$ cat src/rtl/keypad_emulator_if.sv
// Command handshake bundle for the keypad emulator.
// The requester drives key/hold with valid; the emulator returns ready.
interface keypad_emulator_if;
  logic        cmd_valid;
  logic        cmd_ready;
  logic [3:0]  cmd_key;
  logic [15:0] cmd_hold;

  modport master (
    output cmd_valid,
    output cmd_key,
    output cmd_hold,
    input  cmd_ready
  );

  modport slave (
    input  cmd_valid,
    input  cmd_key,
    input  cmd_hold,
    output cmd_ready
  );
endinterface

$ cat src/rtl/keypad_emulator.sv
// 4x4 matrix keypad responder with LFSR contact bounce.
// Sequences press/hold/release per command; cols follow key_row live.
module keypad_emulator #(
  parameter int          BOUNCE_CYCLES  = 16,
  parameter int          RELEASE_CYCLES = 32,
  parameter logic [7:0]  LFSR_SEED      = 8'hA5
) (
  input  logic              clk,
  input  logic              reset,
  keypad_emulator_if.slave  cmd,
  input  logic [3:0]        key_row,
  output logic [3:0]        cols,
  output logic              contact,
  output logic              done
);

  localparam logic [15:0] BNC = 16'(BOUNCE_CYCLES);
  localparam logic [15:0] REL = 16'(RELEASE_CYCLES);

  typedef enum logic [2:0] {
    IDLE,
    BOUNCE_IN,
    HOLD,
    BOUNCE_OUT,
    GAP
  } state_t;

  state_t      state;
  state_t      state_nxt;
  logic [15:0] cnt;
  logic [15:0] cnt_nxt;
  logic [15:0] hold_q;
  logic [15:0] hold_in;
  logic [3:0]  key_q;
  logic [7:0]  lfsr;
  logic        ready_q;
  logic        accept;
  logic        last;
  logic        contact_nxt;
  logic        done_nxt;
  logic [3:0]  col_sel;

  assign hold_in = (cmd.cmd_hold == 16'd0) ? 16'd1 : cmd.cmd_hold;
  assign accept  = cmd.cmd_valid & ready_q;
  assign last    = (cnt == 16'd1);
  assign cmd.cmd_ready = ready_q;

  always_comb begin
    state_nxt = state;
    cnt_nxt   = cnt;
    done_nxt  = 1'b0;
    unique case (state)
      IDLE: begin
        if (accept) begin
          if (BOUNCE_CYCLES == 0) begin
            state_nxt = HOLD;
            cnt_nxt   = hold_in;
          end else begin
            state_nxt = BOUNCE_IN;
            cnt_nxt   = BNC;
          end
        end
      end
      BOUNCE_IN: begin
        if (last) begin
          state_nxt = HOLD;
          cnt_nxt   = hold_q;
        end else begin
          cnt_nxt = cnt - 16'd1;
        end
      end
      HOLD: begin
        if (last) begin
          if (BOUNCE_CYCLES == 0) begin
            state_nxt = GAP;
            cnt_nxt   = REL;
          end else begin
            state_nxt = BOUNCE_OUT;
            cnt_nxt   = BNC;
          end
        end else begin
          cnt_nxt = cnt - 16'd1;
        end
      end
      BOUNCE_OUT: begin
        if (last) begin
          state_nxt = GAP;
          cnt_nxt   = REL;
        end else begin
          cnt_nxt = cnt - 16'd1;
        end
      end
      GAP: begin
        if (last) begin
          state_nxt = IDLE;
          cnt_nxt   = 16'd0;
          done_nxt  = 1'b1;
        end else begin
          cnt_nxt = cnt - 16'd1;
        end
      end
      default: begin
        state_nxt = IDLE;
        cnt_nxt   = 16'd0;
      end
    endcase
  end

  // Final bounce cycle is forced so each phase settles cleanly.
  always_comb begin
    contact_nxt = 1'b0;
    unique case (state_nxt)
      BOUNCE_IN:  contact_nxt = (cnt_nxt == 16'd1) | lfsr[0];
      HOLD:       contact_nxt = 1'b1;
      BOUNCE_OUT: contact_nxt = (cnt_nxt != 16'd1) & lfsr[0];
      default:    contact_nxt = 1'b0;
    endcase
  end

  always_ff @(posedge clk) begin
    if (!reset) begin
      state   <= IDLE;
      cnt     <= 16'd0;
      hold_q  <= 16'd0;
      key_q   <= 4'd0;
      lfsr    <= LFSR_SEED;
      ready_q <= 1'b0;
      contact <= 1'b0;
      done    <= 1'b0;
    end else begin
      state   <= state_nxt;
      cnt     <= cnt_nxt;
      lfsr    <= {lfsr[6:0], lfsr[7] ^ lfsr[5] ^ lfsr[4] ^ lfsr[3]};
      ready_q <= (state == IDLE) && (state_nxt == IDLE);
      contact <= contact_nxt;
      done    <= done_nxt;
      if (accept) begin
        key_q  <= cmd.cmd_key;
        hold_q <= hold_in;
      end
    end
  end

  assign col_sel = 4'b0001 << key_q[1:0];
  assign cols    = (contact & ~key_row[key_q[3:2]]) ? ~col_sel : 4'b1111;

endmodule

$ cat src/flat_wrapper.sv
// flat-port wrapper written by rule: the top's interface ports become plain ports
module keypad_emulator_flat 
#(
  parameter int          BOUNCE_CYCLES  = 16,
  parameter int          RELEASE_CYCLES = 32,
  parameter logic [7:0]  LFSR_SEED      = 8'hA5
)
  (clk, reset, key_row, cols, contact, done, cmd_cmd_valid, cmd_cmd_key, cmd_cmd_hold, cmd_cmd_ready);
  keypad_emulator_if cmd_i ();
  input  logic clk;
  input  logic reset;
  input  logic [3:0] key_row;
  output logic [3:0] cols;
  output logic contact;
  output logic done;
  input wire logic [$bits(cmd_i.cmd_valid)-1:0] cmd_cmd_valid;
  input wire logic [$bits(cmd_i.cmd_key)-1:0] cmd_cmd_key;
  input wire logic [$bits(cmd_i.cmd_hold)-1:0] cmd_cmd_hold;
  output wire logic [$bits(cmd_i.cmd_ready)-1:0] cmd_cmd_ready;
  assign cmd_i.cmd_valid = cmd_cmd_valid;
  assign cmd_i.cmd_key = cmd_cmd_key;
  assign cmd_i.cmd_hold = cmd_cmd_hold;
  assign cmd_cmd_ready = cmd_i.cmd_ready;
  keypad_emulator #(.BOUNCE_CYCLES(BOUNCE_CYCLES), .RELEASE_CYCLES(RELEASE_CYCLES), .LFSR_SEED(LFSR_SEED)) u_core (.clk(clk), .reset(reset), .cmd(cmd_i), .key_row(key_row), .cols(cols), .contact(contact), .done(done));
endmodule
$ cat config.mk
export PLATFORM = sky130hd
export DESIGN_NAME = keypad_emulator_flat
export DESIGN_NICKNAME = d
export VERILOG_FILES = /design/src/rtl/keypad_emulator_if.sv /design/src/rtl/keypad_emulator.sv /design/src/flat_wrapper.sv
export SDC_FILE = /design/constraint.sdc
export NUM_CORES = 1
export LEC_CHECK = 0
export CELL_PAD_IN_SITES_DETAIL_PLACEMENT = 1
export CELL_PAD_IN_SITES_GLOBAL_PLACEMENT = 2
export CORE_ASPECT_RATIO = 0.8
export CORE_UTILIZATION = 30
export DETAILED_ROUTE_END_ITERATION = 12
export PLACE_DENSITY = 0.74
export SLEW_MARGIN = 20
export SYNTH_ARGS = -nofsm -noshare
export SYNTH_HDL_FRONTEND = slang
export SYNTH_SLANG_ARGS = --single-unit
$ cat constraint.sdc
create_clock -name clk -period 2.9 [get_ports clk]
set_clock_uncertainty 0.2 [all_clocks]
set_input_delay 0.29 -clock clk [delete_from_list [all_inputs] [get_ports clk]]
set_output_delay 0.29 -clock clk [all_outputs]
set_load 0.1 [all_outputs]
* After elaboration in Yosys (flattened, before gate mapping)
Index checks and enable logic that the tools add are counted.
Cells by class: shift-type cells 1, multiplexer cells 18, $add $sub $neg 1, reduce and logical (&&, ||, !) cells 5, order comparisons 1, eq/ne operators 10, bitwise logic cells 9
Operators by type and width (count):
- 16-bit two-way mux | 6
- 16-bit one-hot mux with 5 select lines | 1
- 16-bit by 1-bit == test with 1-bit output (second input constant) | 2
- 16-bit zero test | 1
- 16-bit by 1-bit inequality test with 1-bit output (second input constant) | 1
- 16-bit by 1-bit subtractor with 16-bit output (second input constant) | 1
- 3-bit two-way mux | 5
- 3-bit one-hot mux with 5 select lines | 1
- 3-bit by 2-bit == test with 1-bit output (second input constant) | 4
- 3-bit by 1-bit == test with 1-bit output (second input constant) | 2
- 3-bit zero test | 2
- 4-bit two-way mux | 1
- 4-bit NOT | 1
- 1-bit by 2-bit << shifter with 4-bit output (first input constant) | 1
- 1-bit bitwise AND | 3
- 3-bit == test (second input constant) | 1
- 2-bit by 3-bit less-than comparator with 1-bit output (second input constant) | 1
- 1-bit one-hot mux with 3 select lines | 1
- 1-bit XOR | 3
- 1-bit binary-select mux with 2-bit select | 1
- 1-bit two-way mux | 2
- 2-bit AND reduction | 1
- 1-bit logical AND | 1
- 1-bit NOT | 1
- 1-bit bitwise OR | 1
Word-level totals: word-level logic and storage cells 53, input bits 27, flip-flop bits (word level) 50

* Logic depth before layout (Yosys ltp)
Gate-level depths: netlist (run 1).
depth in word-level cells 6, depth in mapped cells 12

* Least setup slack after synthesis (run 1)
OpenSTA, ideal clock, no wires.
path kind flip-flop to flip-flop, start register u_core.ready_q (netlist: u_core.cmd.cmd_ready), end register u_core.contact, data arrival time 2.683 ns, path slack -0.053 ns, data required time 2.630 ns, stages on the path, launching flop included 9, period minus slack after synthesis 2.953 ns, path buffers 0, path through dfxtp_1 nand2_1 nand2_1 o31ai_1 a221o_1 nor4_2 nand4_1 o41a_1 a21oi_1
On the way: cells in the longest elaborated chain, start to end 6
RTL lines:
- start: declaration | RTL line keypad_emulator.sv:36 | logic ready_q;
- start signal: assignment | RTL line keypad_emulator.sv:134 | ready_q <= (state == IDLE) && (state_nxt == IDLE);
- 1-bit bitwise AND * | RTL line keypad_emulator.sv:44 | assign accept = cmd.cmd_valid & ready_q;
- 16-bit two-way mux | RTL line keypad_emulator.sv:54 | if (accept) begin
- 16-bit one-hot mux with 5 select lines | RTL line keypad_emulator.sv:52 | unique case (state)
- 16-bit by 1-bit inequality test with 1-bit output or 16-bit by 1-bit == test with 1-bit output (tied branches) | RTL line keypad_emulator.sv:115, keypad_emulator.sv:113
- 1-bit bitwise AND or 1-bit bitwise OR (tied branches) | RTL line keypad_emulator.sv:115, keypad_emulator.sv:113
- 1-bit one-hot mux with 3 select lines * | RTL line keypad_emulator.sv:112 | unique case (state_nxt)
- end signal: assignment | RTL line keypad_emulator.sv:135 | contact <= contact_nxt;
- end: declaration | RTL line keypad_emulator.sv:13 | output logic contact,
Mark *: on every way between the ends. The rest lies on a longest branch, timed or not. A chain may end at the register's enable or synchronous reset.

* Worst setup path after layout (run 1)
start register u_core.cnt[10], end register u_core.contact
On the way: cells in the longest elaborated chain, start to end 6
RTL lines:
- start: declaration | RTL line keypad_emulator.sv:30 | logic [15:0] cnt;
- start signal: assignment | RTL line keypad_emulator.sv:132 | cnt <= cnt_nxt;
- 16-bit by 1-bit subtractor with 16-bit output or 16-bit by 1-bit == test with 1-bit output (tied branches)
- 16-bit two-way mux (on tied branches)
- 16-bit one-hot mux with 5 select lines | RTL line keypad_emulator.sv:52
- 16-bit by 1-bit inequality test with 1-bit output or 16-bit by 1-bit == test with 1-bit output (tied branches) | RTL line keypad_emulator.sv:115, keypad_emulator.sv:113
- 1-bit bitwise AND or 1-bit bitwise OR (tied branches) | RTL line keypad_emulator.sv:115, keypad_emulator.sv:113
- 1-bit one-hot mux with 3 select lines * | RTL line keypad_emulator.sv:112
Marks and branches as above.

==> results of run 1 <==
[synth_stat cells, types with 3 or more instances]
master,instances
sky130_fd_sc_hd__nand2_1,52
sky130_fd_sc_hd__dfxtp_1,50
sky130_fd_sc_hd__a21boi_0,22
sky130_fd_sc_hd__nor2_1,20
sky130_fd_sc_hd__clkbuf_1,18
sky130_fd_sc_hd__nor2b_1,12
sky130_fd_sc_hd__a21oi_1,11
sky130_fd_sc_hd__nor3_1,11
sky130_fd_sc_hd__o21ai_0,11
sky130_fd_sc_hd__nor4_1,10
sky130_fd_sc_hd__and2_1,9
sky130_fd_sc_hd__nand2b_1,8
sky130_fd_sc_hd__a211oi_1,6
sky130_fd_sc_hd__nand3_1,6
sky130_fd_sc_hd__a32oi_1,4
sky130_fd_sc_hd__inv_1,4
sky130_fd_sc_hd__o31ai_1,4
sky130_fd_sc_hd__or3_1,4
sky130_fd_sc_hd__xor2_1,4
sky130_fd_sc_hd__a221oi_1,3
sky130_fd_sc_hd__and4_1,3
sky130_fd_sc_hd__buf_6,3
sky130_fd_sc_hd__nor3b_1,3
sky130_fd_sc_hd__o21a_1,3
sky130_fd_sc_hd__o41ai_1,3
sky130_fd_sc_hd__xnor2_1,3
[through the flow]
step / hold WS [ps] / TNS [ps] / power, mW / std cells
2_1_floorplan: 186 / 0 / 1.25 / 324
3_3_place_gp: 193 / -166 / 1.61 / 503
3_5_place_dp: 203 / -207 / 1.62 / 503
4_1_cts: 221 / 0 / 2.07 / 512
5_1_grt: 230 / -51.1 / 2.21 / 512
6_report: 216 / 0 / 2.08 / 512
[worst register-to-register path, cell delays in order (launching register included)]
cell	delay [ps]
sky130_fd_sc_hd__dfxtp_1	330
sky130_fd_sc_hd__buf_4	140
sky130_fd_sc_hd__or4_4	520
sky130_fd_sc_hd__nor3_4	250
sky130_fd_sc_hd__o31ai_1	110
sky130_fd_sc_hd__a221o_1	360
sky130_fd_sc_hd__nor4_4	230
sky130_fd_sc_hd__nand4_1	160
sky130_fd_sc_hd__o41ai_2	360
sky130_fd_sc_hd__a21oi_2	100
[what timing repair did]
item	in CTS	in global routing
endpoints found under the setup margin	1	1
gates cloned	1	0
gates resized for setup	14	11
hold endpoints to repair	0	0
setup buffers	1	0
pin swaps	6	3
[where the power goes]
| group | switching [mW] | total [mW] | internal, mW | leakage, nW |
|---|---|---|---|---|
| clock | 0.236 | 0.402 | 0.166 | 0.0373 |
| sequential | 0.0484 | 0.789 | 0.741 | 0.410 |
| combinational | 0.469 | 0.889 | 0.420 | 0.971 |
[layer usage]
metal  GRT usage  vias to the layer above  routed length (um)
met5           0                        -                   0
met4      0.0399                        0                  91
met3      0.0519                        8                 493
met2       0.318                       71                3920
met1       0.297                     1277                4600
li1            -                     1319                   -
[kinds of logic (layout without fill, tap and decap cells)]
logic type / after synthesis / in the layout
buffers and inverters: 27 / 102
AOI/OAI and AO/OA: 80 / 80
and+or+nand+nor: 156 / 157
DFF: 50 / 50
xor gates and xnor gates: 7 / 7
muxes: 2 / 2
adders and majority gates: 2 / 2
[flip-flops by register name, indices dropped and copies added (netlist names)]
register / cells
u_core.cnt: 16
u_core.hold_q: 16
u_core.lfsr: 8
u_core.key_q: 4
u_core.state: 3
u_core.cmd.cmd_ready: 1
u_core.contact: 1
u_core.done: 1
[worst max path at each step]
| stage | start | endpoint | slack, ps |
|---|---|---|---|
| after floorplan | u_core.cnt[0] | u_core.contact | 110 |
| after global placement | u_core.cnt[1] | u_core.contact | -170 |
| after detailed placement | u_core.cnt[0] | u_core.contact | -210 |
| after CTS | u_core.cnt[0] | u_core.contact | 4 |
| after global routing | u_core.cnt[1] | u_core.contact | -50 |
| final | u_core.cnt[10] | u_core.contact | 40 |
[layout make-up]
type	instances	area (sq um)
Timing Repair Buffer	91	773
Tap cell	112	140
Inverter	4	15.0
Clock inverter	1	7.51
Clock buffer	6	72.6
Sequential cell	50	1000
Fill cell	1050	4920
Multi-Input combinational cell	248	1630
[cells in the final DEF, fill, tap and decap left out, types with 3 or more instances in the layout]
| cell type | synthesis | routed |
|---|---|---|
| sky130_fd_sc_hd__nand2b_1 | 8 | 8 |
| sky130_fd_sc_hd__a211oi_1 | 6 | 3 |
| sky130_fd_sc_hd__nand2_1 | 52 | 51 |
| sky130_fd_sc_hd__a21oi_1 | 11 | 8 |
| sky130_fd_sc_hd__a211oi_2 | 0 | 3 |
| sky130_fd_sc_hd__o21ai_0 | 11 | 10 |
| sky130_fd_sc_hd__nor2b_1 | 12 | 12 |
| sky130_fd_sc_hd__xor2_1 | 4 | 4 |
| sky130_fd_sc_hd__dfxtp_1 | 50 | 47 |
| sky130_fd_sc_hd__nand3_1 | 6 | 6 |
| sky130_fd_sc_hd__dfxtp_2 | 0 | 3 |
| sky130_fd_sc_hd__o31ai_1 | 4 | 4 |
| sky130_fd_sc_hd__a32oi_1 | 4 | 4 |
| sky130_fd_sc_hd__nor4_1 | 10 | 9 |
| sky130_fd_sc_hd__xnor2_1 | 3 | 3 |
| sky130_fd_sc_hd__or3_1 | 4 | 4 |
| sky130_fd_sc_hd__inv_1 | 4 | 4 |
| sky130_fd_sc_hd__nor3b_1 | 3 | 3 |
| sky130_fd_sc_hd__nor2_1 | 20 | 20 |
| sky130_fd_sc_hd__nor3_1 | 11 | 10 |
| sky130_fd_sc_hd__clkbuf_8 | 0 | 5 |
| sky130_fd_sc_hd__o21a_1 | 3 | 3 |
| sky130_fd_sc_hd__a21boi_0 | 22 | 20 |
| sky130_fd_sc_hd__a21oi_2 | 0 | 3 |
| sky130_fd_sc_hd__buf_4 | 0 | 63 |
| sky130_fd_sc_hd__and2_1 | 9 | 8 |
| sky130_fd_sc_hd__clkdlybuf4s50_1 | 0 | 26 |
==> impl_summary.md, run 1 <==
Status
The flow ran to the end, and the final reports show no timing, DRC or antenna violations.

Setup path
The data required time of the worst path is 2900 ps. The critical path crosses 9 cells after its start point. STA puts the critical path data arrival time at 2860 ps. Together, buffers and inverters on the worst path number 1. The reg-to-reg startpoint is u_core.cnt[10].

The worst reg2reg path depth is 9. On the critical path the largest part of the delay comes from simple AND/OR/NAND/NOR gates. The end of the worst register-to-register path is u_core.contact.

The class of the most critical setup path is reg -> reg. The worst setup path is captured at a register. On the worst path, the slowest cell contributes a delay of 520 ps. For flop-to-flop paths, the worst setup slack is 40 ps. Of all nets on the critical path, the largest fanout is 3.

The largest individual stage delay along the critical path comes from the cell sky130_fd_sc_hd__or4_4. Walking the worst path, the cells encountered are buf_4, or4_4, nor3_4, o31ai_1, a221o_1, nor4_4, nand4_1, o41ai_2, a21oi_2. The sort of element at the start of the critical path is a register.

Floorplanning
The die covers 0.00927 sq mm. From bottom edge to top edge, the die measures 86.3 um. The initial utilization of the core area, before any placement, comes to 0.311. The horizontal die dimension is 107 um. The number of core rows is 30.

The core box area is 0.00856 sq mm. The total I/O pin count is 34.

Placed design
The post-placement worst setup slack is -207 ps. The estimated wirelength of the detail-placed design is 7080 um. The cell area after placement is 0.00346 sq mm.

Routability-driven placement finished with a final weighted congestion of 0.934. The count of buffers added on input and output ports is 33.

Timing
The final clock period utilization by the worst path is 0.987. Setup violations remaining at the end of the flow were counted as 0. Subtracting the final worst setup slack from the clock period gives 2860 ps. The worst relative slew slack is 0.604. Setup slack closes at 38.2 ps. The number of max-slew violations in the final report came to 0.

Setup repair after global routing could not meet its margin everywhere. The final hold violation count was 0. The transition time at the pin with the least slew margin is 592 ps.

The achievable frequency is 349 MHz.

CTS
The clock tree from TritonCTS is built. The later pin in the worst-skew pair is clocked with a latency of 300 ps. After clock tree synthesis, the clock-pin slew on the worst setup and hold paths is 100 ps. In this run the deepest clock path goes through 2 buffers. For this design, the sink count on the clock tree is 50. The hold buffer count at CTS is 0. The number of buffers created by CTS is 5. CTS placed an instance of sky130_fd_sc_hd__clkbuf_8 at the clock tree root. The number of levels the H-tree was split into is 2.

Worst hold path
The path category of the worst min-delay check is reg -> reg. Along the worst hold path, the cell count comes to 1. The path with the worst hold slack has its endpoint at u_core.lfsr[7]. In this run the most critical hold path is launched from u_core.lfsr[6].

Layout
The final-stage net count is 429. The design area is 0.00364 sq mm. In the final layout, the share of cells above drive strength 1 is 0.253.

Compared with the post-synthesis result, the final layout area differs by 36.6%. The utilization of the core after routing is 0.425. The antenna diode count is 0.

Power and ir drop
The total power divided by cell area is 571 mW/mm^2. VDD sags by at most 0.193 mV. The static leakage is 1.42 nW.

Synth
The fraction of synthesized cell area in xor and xnor cells is 0.0230. The most area-hungry cell type in the Yosys netlist is sky130_fd_sc_hd__dfxtp_1. The fraction of the mapped netlist area in adder cells is 0.00939.

The share of synthesized area in the top cell type comes to 0.376. The number of synthesized flops with an enable pin is 0. In the synthesized netlist, the number of instances is 324. For this run, the leading register cell type out of synthesis is sky130_fd_sc_hd__dfxtp_1. After synthesis, the share of flip-flops with an asynchronous set or reset is 0. After synthesis, the share of cell area in mux cells is 0.0127. The number of nets produced by synthesis is 353. The total of flip-flops plus latches after synthesis is 50. The largest family of logic cells by synthesized area is simple AND/OR/NAND/NOR gates. During synthesis, Yosys emitted a total of 0 warnings. Sorting the synthesized cells by area gives the leading types as sky130_fd_sc_hd__dfxtp_1 38%, sky130_fd_sc_hd__nand2_1 7.3%, sky130_fd_sc_hd__a21boi_0 6.2%, sky130_fd_sc_hd__nor2_1 2.8%, sky130_fd_sc_hd__nor2b_1 2.8%. The register area share after synthesis is 0.376. The simple-gate share of the synthesized area is 0.316.

The mean post-synth cell area is 8.23 sq um. Synthesis instantiated 55 different standard cells from the library. The synthesized-area fraction occupied by ao, oa, aoi and oai cells is 0.215.

The synthesized netlist occupies a cell area of 0.00267 sq mm.

Routing
In the final routed layout, each cell accounts on average for 17.8 um. For this block, the initial DRC count from the detailed router was 116. The count of nets left with antenna violations once routing finished came out at 0. The routed layout has 2675 vias. The routed via count divided by cell count is 5.22. The number of optimization iterations in the first detailed-route pass is 4. The wire length reported by the detailed router is 9110 um. After detailed routing, the number of remaining DRC violations is 0.

GRT
Entering global routing, the biggest net connects 33 pins. The via count of the first global-routing pass is 2782. The global-route usage over all layers is 0.208. The initial antenna violation count came to 0.

For this run the aggregate overflow at the end of global routing stands at 0. The first global-routing pass estimated 14700 um of wire.

Job
The number of max-cap violations is 0.
Power figures use the tool's default switching activity.
==> inputs of run 2 (changes only) <==
--- a/config.mk
+++ b/config.mk
@@ -11,6 +11,7 @@
 export CORE_UTILIZATION = 30
 export DETAILED_ROUTE_END_ITERATION = 12
 export PLACE_DENSITY = 0.74
+export SKIP_LAST_GASP = 1
 export SLEW_MARGIN = 20
 export SYNTH_ARGS = -nofsm -noshare
 export SYNTH_HDL_FRONTEND = slang
==> impl_summary.md, run 2 (synthesized netlist as in run 1, its figures left out) <==
Status
The flow ran to the end, and the final reports show no timing, DRC or antenna violations.

Setup path
The slowest stage of the critical path is the sky130_fd_sc_hd__or4_4 cell. The total stage count of the critical path was 9 (unchanged). The register-to-register setup slack is 6 ps (-30 ps).

The critical path endpoint category is a register. STA classifies the critical path startpoint as a register. The end of the worst register-to-register path is u_core.contact.

The startpoint of the worst setup timing path is u_core.cnt[10]. The maximum fanout along the worst path came to 3 (unchanged). The data required time of the worst path is 2900 ps (about the same).

The delay contributed by the slowest stage of the critical path is 520 ps (about the same). Walking the worst path, the cells encountered are buf_4, or4_4, nor3_4, o31ai_1, a221o_1, nor4_4, nand4_1, o41ai_2, a21oi_2. The data arrival at the endpoint of the critical path is 2890 ps (+30 ps). The buffer and inverter count on the worst path is 1 (unchanged). The class of the most critical setup path is reg -> reg. The critical path ends at u_core.contact. In this run the critical register-to-register path is launched from u_core.cnt[10]. The gate family responsible for the most delay along the worst path is simple AND/OR/NAND/NOR gates. The worst reg2reg path depth was 9 (unchanged).

GRT
The initial antenna violation count is 0 (unchanged). The global-route usage over all layers is 0.208 (unchanged). The via count of the first global-routing pass is 2782 (unchanged).

The largest net degree at the start of global routing came to 33 (unchanged). The remaining global-route overflow is 0 (unchanged). The wire length of the first global-routing pass is 14700 um (unchanged).

Layout
Leaving out fill and tap cells, the most frequent cell in the layout is sky130_fd_sc_hd__buf_4. Leaving out fill and tap cells, the most frequent cells in the layout are 63 x sky130_fd_sc_hd__buf_4, 52 x sky130_fd_sc_hd__nand2_1, 48 x sky130_fd_sc_hd__dfxtp_1, 26 x sky130_fd_sc_hd__clkdlybuf4s50_1, 21 x sky130_fd_sc_hd__a21boi_0. The final-stage net count is 429 (unchanged). The count of filler cells inserted in the layout is 1056 (+0.57%).

In the final layout, the registers with the most flip-flops are u_core.cnt: 16 flops, u_core.hold_q: 16 flops, u_core.lfsr: 8 flops. The relative area change from synthesis to final layout is 36.0%. The antenna diode count is 0 (unchanged). The final instance count without filler cells came to 512 (unchanged).

The utilization of the core after routing is 0.424 (-0.00190). The ratio of cells with drive above 1 in the final layout came to 0.238 (-0.0150).

Floorplanning
The starting utilization of the core area is 0.311 (unchanged). The horizontal die dimension is 107 um (unchanged). The die area came to 0.00927 sq mm (unchanged). The number of core rows came to 30 (unchanged).

The chip height came to 86.3 um (unchanged). The total I/O pin count came to 34 (unchanged). The core box area is 0.00856 sq mm (unchanged).

CTS
The clock tree buffer depth came to 2 (unchanged). The number of buffers created by CTS is 5 (unchanged). The clock-pin slew of the registers on the worst-case setup and hold paths is 100 ps (about the same). The sink count of the clock tree is 50 (unchanged).

The number of levels the H-tree was split into is 2 (unchanged). The clock latency on the worst-skew pair was 300 ps (about the same). TritonCTS built the clock tree.

The CTS root buffer is sky130_fd_sc_hd__clkbuf_8.

Routing
The number of nets with antenna violations after detailed routing is 0 (unchanged). The number of violations reported at the end of detailed-routing iteration 0 is 81 (-30%). The DRC violation count after routing is 0 (unchanged). The number of optimization iterations in the first detailed-route pass is 4 (unchanged). The overall via count from detail_route is 2688 (+0.49%). The wire length reported by the detailed router is 9150 um (+0.46%). The average wire length per cell after detail routing is 17.9 um (+0.46%). The routed via count divided by cell count was 5.25 (+0.49%).

Timing
Setup repair after global routing could not meet its margin everywhere. The number of max-slew violations in the final report is 0 (unchanged). The final clock period utilization by the worst path came to 0.998 (+0.0112). The minimum clock period after layout is 2890 ps (+32.4 ps).

The total setup violations reported at the end of the flow is 0 (unchanged). The transition time at the pin with the least slew margin is 569 ps (-23.3 ps). The achievable frequency is 346 MHz (-1.1%). The final hold violation count is 0 (unchanged).

The worst relative slew slack is 0.620 (+0.0156).

Power and ir drop
The total power divided by cell area was 571 mW/mm^2 (-0.11%). The static leakage is 1.41 nW (-0.39%). The worst vdd rail ir drop is 0.193 mV (about the same).

Placed design
The estimated wirelength of the detail-placed design is 7080 um (unchanged). The placer's final routability congestion estimate is 0.934 (unchanged). The instance count after placement with tap cells included is 503 (unchanged). The total of buffers placed on input and output ports is 33 (unchanged).

Worst hold path
The path category of the worst min-delay check is reg -> reg.

Job
The number of max-cap violations is 0 (unchanged).
[run 2: through the flow]
step                      setup TNS, ps  hold WS [ps]  instance area (sq um)  setup WS, ps  power (mW)
final                                 0           216                   3620          5.86        2.07
after detailed placement           -207           203                   3460          -207        1.62
after global routing               -109           230                   3620          -109        2.19
after floorplan                       0           186                   2670           113        1.25
after global placement             -166           193                   3460          -166        1.61
after CTS                             0           221                   3610          4.38        2.07
[run 2: how the worst min path moves through the flow]
| stage | start | endpoint | cells after the start |
|---|---|---|---|
| after detailed placement | u_core.lfsr[6] | u_core.lfsr[7] | 1 |
| after CTS | u_core.lfsr[6] | u_core.lfsr[7] | 1 |
| after global routing | u_core.lfsr[6] | u_core.lfsr[7] | 1 |
| final | u_core.lfsr[6] | u_core.lfsr[7] | 1 |
| after floorplan | u_core.lfsr[1] | u_core.lfsr[2] | 1 |
| after global placement | u_core.lfsr[6] | u_core.lfsr[7] | 1 |
[run 2: what timing repair did]
action                                  4_1_cts  5_1_grt
gates cloned                                  1        0
gates resized for setup                      14        4
pin swaps                                     6        2
buffers inserted                              1        0
hold buffers                                  0        0
endpoints found under the setup margin        1        1
[run 2: cell type report]
class	count	area, sq um	share of cell area
multi-input cells	248	1610	0.445
clock inverters	1	7.51	0.00207
flip-flops and latches	50	1000	0.277
inverters	4	15.0	0.00414
repair buffers	91	773	0.213
clock buffers	6	72.6	0.0200
well taps	112	140	0.0387
[run 2: report_power, final]
part           switching, mW  leakage (nW)  total (mW)  internal, mW
registers             0.0487         0.410       0.789         0.741
logic                  0.465         0.966       0.877         0.411
clock network          0.236        0.0373       0.403         0.166
[run 2: per-layer routing]
layer | global-route usage | wire (um) | up-vias
li1 | - | - | 1315
met1 | 0.297 | 4580 | 1293
met2 | 0.318 | 3900 | 70
met3 | 0.0519 | 559 | 10
met4 | 0.0399 | 114 | 0
met5 | 0 | 0 | -
[run 2: worst register-to-register path, stage by stage, from the launching register on]
cell and delay (ps):
sky130_fd_sc_hd__dfxtp_1 330, sky130_fd_sc_hd__buf_4 130, sky130_fd_sc_hd__or4_4 520, sky130_fd_sc_hd__nor3_4 250, sky130_fd_sc_hd__o31ai_1 110, sky130_fd_sc_hd__a221o_1 370, sky130_fd_sc_hd__nor4_4 230, sky130_fd_sc_hd__nand4_1 170
sky130_fd_sc_hd__o41ai_2 370, sky130_fd_sc_hd__a21oi_2 100
==> inputs of run 3 (changes only) <==
--- a/config.mk
+++ b/config.mk
@@ -10,6 +10,7 @@
 export CORE_ASPECT_RATIO = 0.8
 export CORE_UTILIZATION = 30
 export DETAILED_ROUTE_END_ITERATION = 12
+export GPL_ROUTABILITY_DRIVEN = 0
 export PLACE_DENSITY = 0.74
 export SKIP_LAST_GASP = 1
 export SLEW_MARGIN = 20
==> impl_summary.md, run 3 (synthesized netlist as in run 1, its figures left out) <==
GRT
The wire length of the first global-routing pass was 14400 um (-2.2%). The remaining global-route overflow was 0 (unchanged). The initial antenna violation count is 0 (unchanged). The via count of the first global-routing pass was 2686 (-3.5%). The global-route usage over all layers was 0.206 (-0.00196). The largest net degree at the start of global routing was 25 (-24%).

CTS
The clock-pin slew of the registers on the worst-case setup and hold paths is 90 ps (about the same). The number of buffers created by CTS is 5 (unchanged). The sink count of the clock tree is 50 (unchanged). The clock tree buffer depth was 2 (unchanged).

The clock latency on the worst-skew pair is 300 ps (about the same). TritonCTS built the clock tree. The number of levels the H-tree was split into is 2 (unchanged).

The tree is rooted in a sky130_fd_sc_hd__clkbuf_8.

Timing
The final hold violation count is 0 (unchanged). The minimum clock period after layout is 2820 ps (-72.5 ps). The final clock period utilization by the worst path is 0.973 (-0.0250). The final setup TNS is 0 ps (unchanged). Setup repair after global routing could not meet its margin everywhere. The transition time at the pin with the least slew margin is 630 ps (+61.0 ps). The total setup violations reported at the end of the flow is 0 (unchanged).

The number of max-slew violations in the final report is 0 (unchanged). The achievable frequency was 354 MHz (+2.6%). The worst relative slew slack is 0.579 (-0.0408).

Setup path
The maximum fanout along the worst path is 7 (+4). The data required time of the worst path was 2940 ps (+40 ps). The reg-to-reg startpoint is u_core.cnt[0]. The sort of element at the start of the critical path is a register.

In this run the worst setup path begins at u_core.cnt[0]. The data arrival at the endpoint of the critical path is 2860 ps (-30 ps). STA classifies the critical path endpoint as a register. The class of the most critical setup path is reg -> reg.

Floorplanning
The core box area is 0.00856 sq mm (unchanged). The die area was 0.00927 sq mm (unchanged). The number of core rows is 30 (unchanged). The total I/O pin count is 34 (unchanged). The chip height was 86.3 um (unchanged). The starting utilization of the core area is 0.311 (unchanged).

The horizontal die dimension is 107 um (unchanged).

Layout
The utilization of the core after routing is 0.438 (+0.0146). The ratio of cells with drive above 1 in the final layout is 0.267 (+0.0298). Compared with the post-synthesis result, the final layout area differs by 40.7%.

The count of filler cells inserted in the layout is 1043 (-1.2%). The final-stage net count is 432 (+0.70%). The commonest non-fill, non-tap cell in the layout is sky130_fd_sc_hd__buf_4.

The antenna diode count is 0 (unchanged). The largest registers in the layout are u_core.cnt: 16 flops, u_core.hold_q: 16 flops, u_core.lfsr: 8 flops. Leaving out fill and tap cells, the most frequent cells in the layout are 66 x sky130_fd_sc_hd__buf_4, 52 x sky130_fd_sc_hd__nand2_1, 47 x sky130_fd_sc_hd__dfxtp_1, 26 x sky130_fd_sc_hd__clkdlybuf4s50_1.

Power and ir drop
The total power divided by cell area is 587 mW/mm^2 (+2.9%). The internal power is 1.44 mW (+9.5%). The clock group share of total power is 0.222 (+0.027). The switching component of the power is 0.759 mW (+1.2%). The part of the total power dissipated in sequential elements is 0.360 (-0.022). The static leakage came to 1.46 nW (+3.1%). The fraction of power spent switching nets is 0.345 (-0.0180). The worst vdd rail ir drop is 0.248 mV (+29%). The post-layout total power is 2.20 mW (+6.5%). The logic gate share of total power came to 0.417 (-0.007).

Placed design
The estimated wirelength of the detail-placed design is 6990 um (-1.3%). The total of buffers placed on input and output ports is 33 (unchanged).

Routing
The number of optimization iterations in the first detailed-route pass came to 4 (unchanged). The average wire length per cell after detail routing is 18.1 um (+0.98%). The routed via count divided by cell count is 5.30 (+0.96%).

The overall via count from detail_route is 2735 (+1.7%). The wire length reported by the detailed router is 9320 um (+1.8%). The number of nets with antenna violations after detailed routing was 0 (unchanged). The DRC violation count after routing is 0 (unchanged). The number of violations reported at the end of detailed-routing iteration 0 is 195 (+140%).

Worst hold path
The path category of the worst min-delay check is reg -> reg. The critical hold path startpoint is u_core.lfsr[6].

Job
The number of max-cap violations came to 0 (unchanged).

Status
The run finished with clean final reports.
## run 3: cell count changes in the layout (fill, tap and decap cells not counted), sizes merged
cell	previous run	this run
clkbuf	6	7
clkinvlp	1	0
buf	65	69
bufinv	0	1
and4	4	3
## run 3: repair_timing
item	CTS	global route
hold buffers	0	0
pin swaps	9	16
setup endpoints to repair	1	1
resized for setup	17	20
buffers inserted	2	5
endpoints found under the hold margin	0	0
cloned	0	0
## run 3: area by class of cell
cell class / instances / area [sq um] / share of cell area
well taps: 112 / 140 / 0.0374
flip-flops and latches: 50 / 1010 / 0.269
multi-input cells: 247 / 1670 / 0.446
clock inverters: 1 / 30.0 / 0.00801
inverters: 4 / 17.5 / 0.00467
clock buffers: 7 / 76.3 / 0.0204
repair buffers: 95 / 807 / 0.215
## run 3: power by group through the flow
stage / Sequential [mW] / Combinational, mW / Clock (mW)
after floorplan: 0.814 / 0.435 / 0
after global placement: 0.801 / 0.789 / 0
after detailed placement: 0.802 / 0.789 / 0
after CTS: 0.788 / 0.833 / 0.503
after global routing: 0.798 / 0.993 / 0.532
final: 0.793 / 0.919 / 0.490
## run 3: worst max-delay path: stages (launching register included)
cell                       delay, ps
sky130_fd_sc_hd__dfxtp_4         390
sky130_fd_sc_hd__inv_2            80
sky130_fd_sc_hd__ha_4            120
sky130_fd_sc_hd__or3b_4          430
sky130_fd_sc_hd__or2_4           310
sky130_fd_sc_hd__o21ai_2         170
sky130_fd_sc_hd__a221oi_2         90
sky130_fd_sc_hd__a211oi_2        280
sky130_fd_sc_hd__nand3_1         150
sky130_fd_sc_hd__o41a_1          430
sky130_fd_sc_hd__a21oi_1         110
## run 3: per-layer routing
layer / up-vias / track usage / share of wire
li1: 1314 / - / -
met1: 1328 / 0.296 / 0.48
met2: 77 / 0.316 / 0.44
met3: 16 / 0.0376 / 0.056
met4: 0 / 0.0548 / 0.020
met5: - / 0 / 0
## run 3: stage by stage
stage / setup slack (ps) / area, sq um / std cells / hold WS (ps)
2_1_floorplan: 113 / 2670 / 324 / 186
5_1_grt: -26.9 / 3750 / 516 / 236
6_report: 78.4 / 3750 / 516 / 216
3_5_place_dp: -210 / 3450 / 501 / 205
3_3_place_gp: -155 / 3450 / 501 / 192
4_1_cts: 6.13 / 3620 / 511 / 219
## run 3: worst paths after layout
| check | to | slack, ps | cells after the start |
|---|---|---|---|
| worst max register to register | u_core.contact | 80 | 10 |
| worst min register to register | u_core.lfsr[7] | 220 | 1 |
| worst min-delay path | u_core.lfsr[7] | 220 | 1 |
| worst max-delay path | u_core.contact | 80 | 10 |
==> RTL edit (config.mk and constraints of run 3) <==
Encoding of `state_t`: now one-hot (5 bits for 5 states).
--- a/src/rtl/keypad_emulator.sv
+++ b/src/rtl/keypad_emulator.sv
@@ -18,10 +18,10 @@
   localparam logic [15:0] REL = 16'(RELEASE_CYCLES);
 
-  typedef enum logic [2:0] {
-    IDLE,
-    BOUNCE_IN,
-    HOLD,
-    BOUNCE_OUT,
-    GAP
+  typedef enum logic [4:0] {
+    IDLE       = 5'b00001,
+    BOUNCE_IN  = 5'b00010,
+    HOLD       = 5'b00100,
+    BOUNCE_OUT = 5'b01000,
+    GAP        = 5'b10000
   } state_t;
 
Formal check against the unedited RTL: no difference found for any inputs over 10 cycles, from zero or initial values and one cycle with reset low; not proved beyond that.
==> RTL edit against run 3 <==
- non-clock buffer count fell by 12
- cell count rose by 1.2%
- area after synthesis rose by 4.9%
- routed wire length rose by 4.4%
- final area rose by 3.6%
- first-iteration DRC count fell by 3.6%
- critical path depth fell by 1
- synthesized cell count rose by 4.0%
- global-route usage barely moved
- die area rose by 4.8%
- setup slack got worse by 27 ps
- sequential cell count rose by 2
- largest cell class unchanged
Power is not compared: it rests on default switching activity, and its combinational part moved more than twofold at a synthesized area within 25%.
==> RTL edit: results (changes against run 3) <==
WL met2=4160 µm (+1.7%); wire per inst=18.6 µm (+3.2%); routing usage on met3=0.0383 (+0.000698); vias in the first global route=2703 (+0.63%); Cell Int Power=0.00131 W; post-detail-place hpwl=7220 µm (+3.3%); root buf cell=clkbuf_16; reg2reg setup slack=50 ps (-30 ps); Via Count=2818 (+3.0%); Seq power=0.000780 W; grt met1 use=0.314 (+0.0175); met2 Use GR=0.289 (-0.0275); max layer used=met4; largest net degree at the start of global routing=36 (+44%); Seq/Total Area, Yosys=0.372 (-0.00316); Clk. pwr=0.000688 W; ys async rst share=0 (unchanged); cell family with most CP delay=simple AND/OR/NAND/NOR gates; outcome=finished, final reports clean; 1st-iter DRT viols=188 (-3.6%); synthesized net count=366 (+3.7%); H-tree depth reported by CTS=2 (unchanged); Critical-path top delay cell=or3b_1; met3 WL=409 µm (-22%); final-stage net count=435 (+0.69%); clock buffer depth=2 (unchanged); Post-synth top cells=52 x dfxtp_1, 52 x nand2_1, 25 x nor2_1; Reg clk slew, reported paths=70 ps (-20 ps); Total Power=0.00184 W; initial antenna violation count=0 (unchanged); global-route wire length before repair=14800 µm (+3.1%); post-synthesis cell type count=64 (+16%); dpl cell area=0.00350 mm² (+1.6%); GRT Util Overall=0.206 (about the same); CP max stage delay=450 ps (+20 ps); share of layout cells above drive strength 1=0.253 (-0.0143); main area contributors after synthesis=dfxtp_1 37%, nand2_1 7.0%, a21boi_0 5.4%, nor2_1 3.4%, nor3_1 2.3%; hold slack=216 ps (+0.0410 ps); Rel. slew slack=0.476 (-0.103); met1 WL=5040 µm (+12%); Worst Path Max Fanout=8 (+1)
[RTL edit: changes by cell type after synthesis, moves of 5 or more]
cell	run 3	this run
clkbuf_1	18	13
nand4_1	2	8
a31oi_1	0	8
nor2_1	20	25
nor2b_1	12	5
[RTL edit: timing repair]
action | in CTS | in global routing
buffers inserted | 0 | 7
gates cloned | 0 | 0
resized for setup | 9 | 26
pin swaps | 0 | 14
endpoints found under the setup margin | 1 | 1
[RTL edit: path summary, 6_finish.rpt]
kind | start | to | cells after the start
setup / recovery | u_core.state[3]$_SDFF_PN0_ | u_core.contact$_SDFF_PN0_ | 9
hold / removal | u_core.lfsr[6]$_SDFF_PN0_ | u_core.lfsr[7]$_SDFF_PN1_ | 1
setup reg to reg | u_core.state[3]$_SDFF_PN0_ | u_core.contact$_SDFF_PN0_ | 9
hold reg to reg | u_core.lfsr[6]$_SDFF_PN0_ | u_core.lfsr[7]$_SDFF_PN1_ | 1
[RTL edit: cell type report]
type	count	area, µm²
fill	1082	5150
multi-input combinational	259	1780
sequential	52	1050
timing repair buffer	83	721
tap	115	144
clock buffer	5	125
clock inverter	3	42.5
inverter	5	18.8
[RTL edit: per-stage QoR]
| stage | cells | setup WS, ps |
|---|---|---|
| after floorplan | 337 | 301 |
| after global placement | 507 | -207 |
| after detailed placement | 507 | -138 |
| after CTS | 515 | 10.6 |
| after global routing | 522 | -41.0 |
| final | 522 | 51.9 |
[RTL edit: cells by family after synthesis]
| group | after synthesis | share of synthesized area |
|---|---|---|
| AND/OR/NAND/NOR | 167 | 0.334 |
| adder cells (fa/ha/maj) | 2 | 0.00895 |
| flip-flops | 52 | 0.372 |
| XOR/XNOR | 6 | 0.0188 |
| multiplexers | 2 | 0.0116 |
| AO/OA/AOI/OAI | 82 | 0.211 |
| buffers and inverters | 26 | 0.0430 |
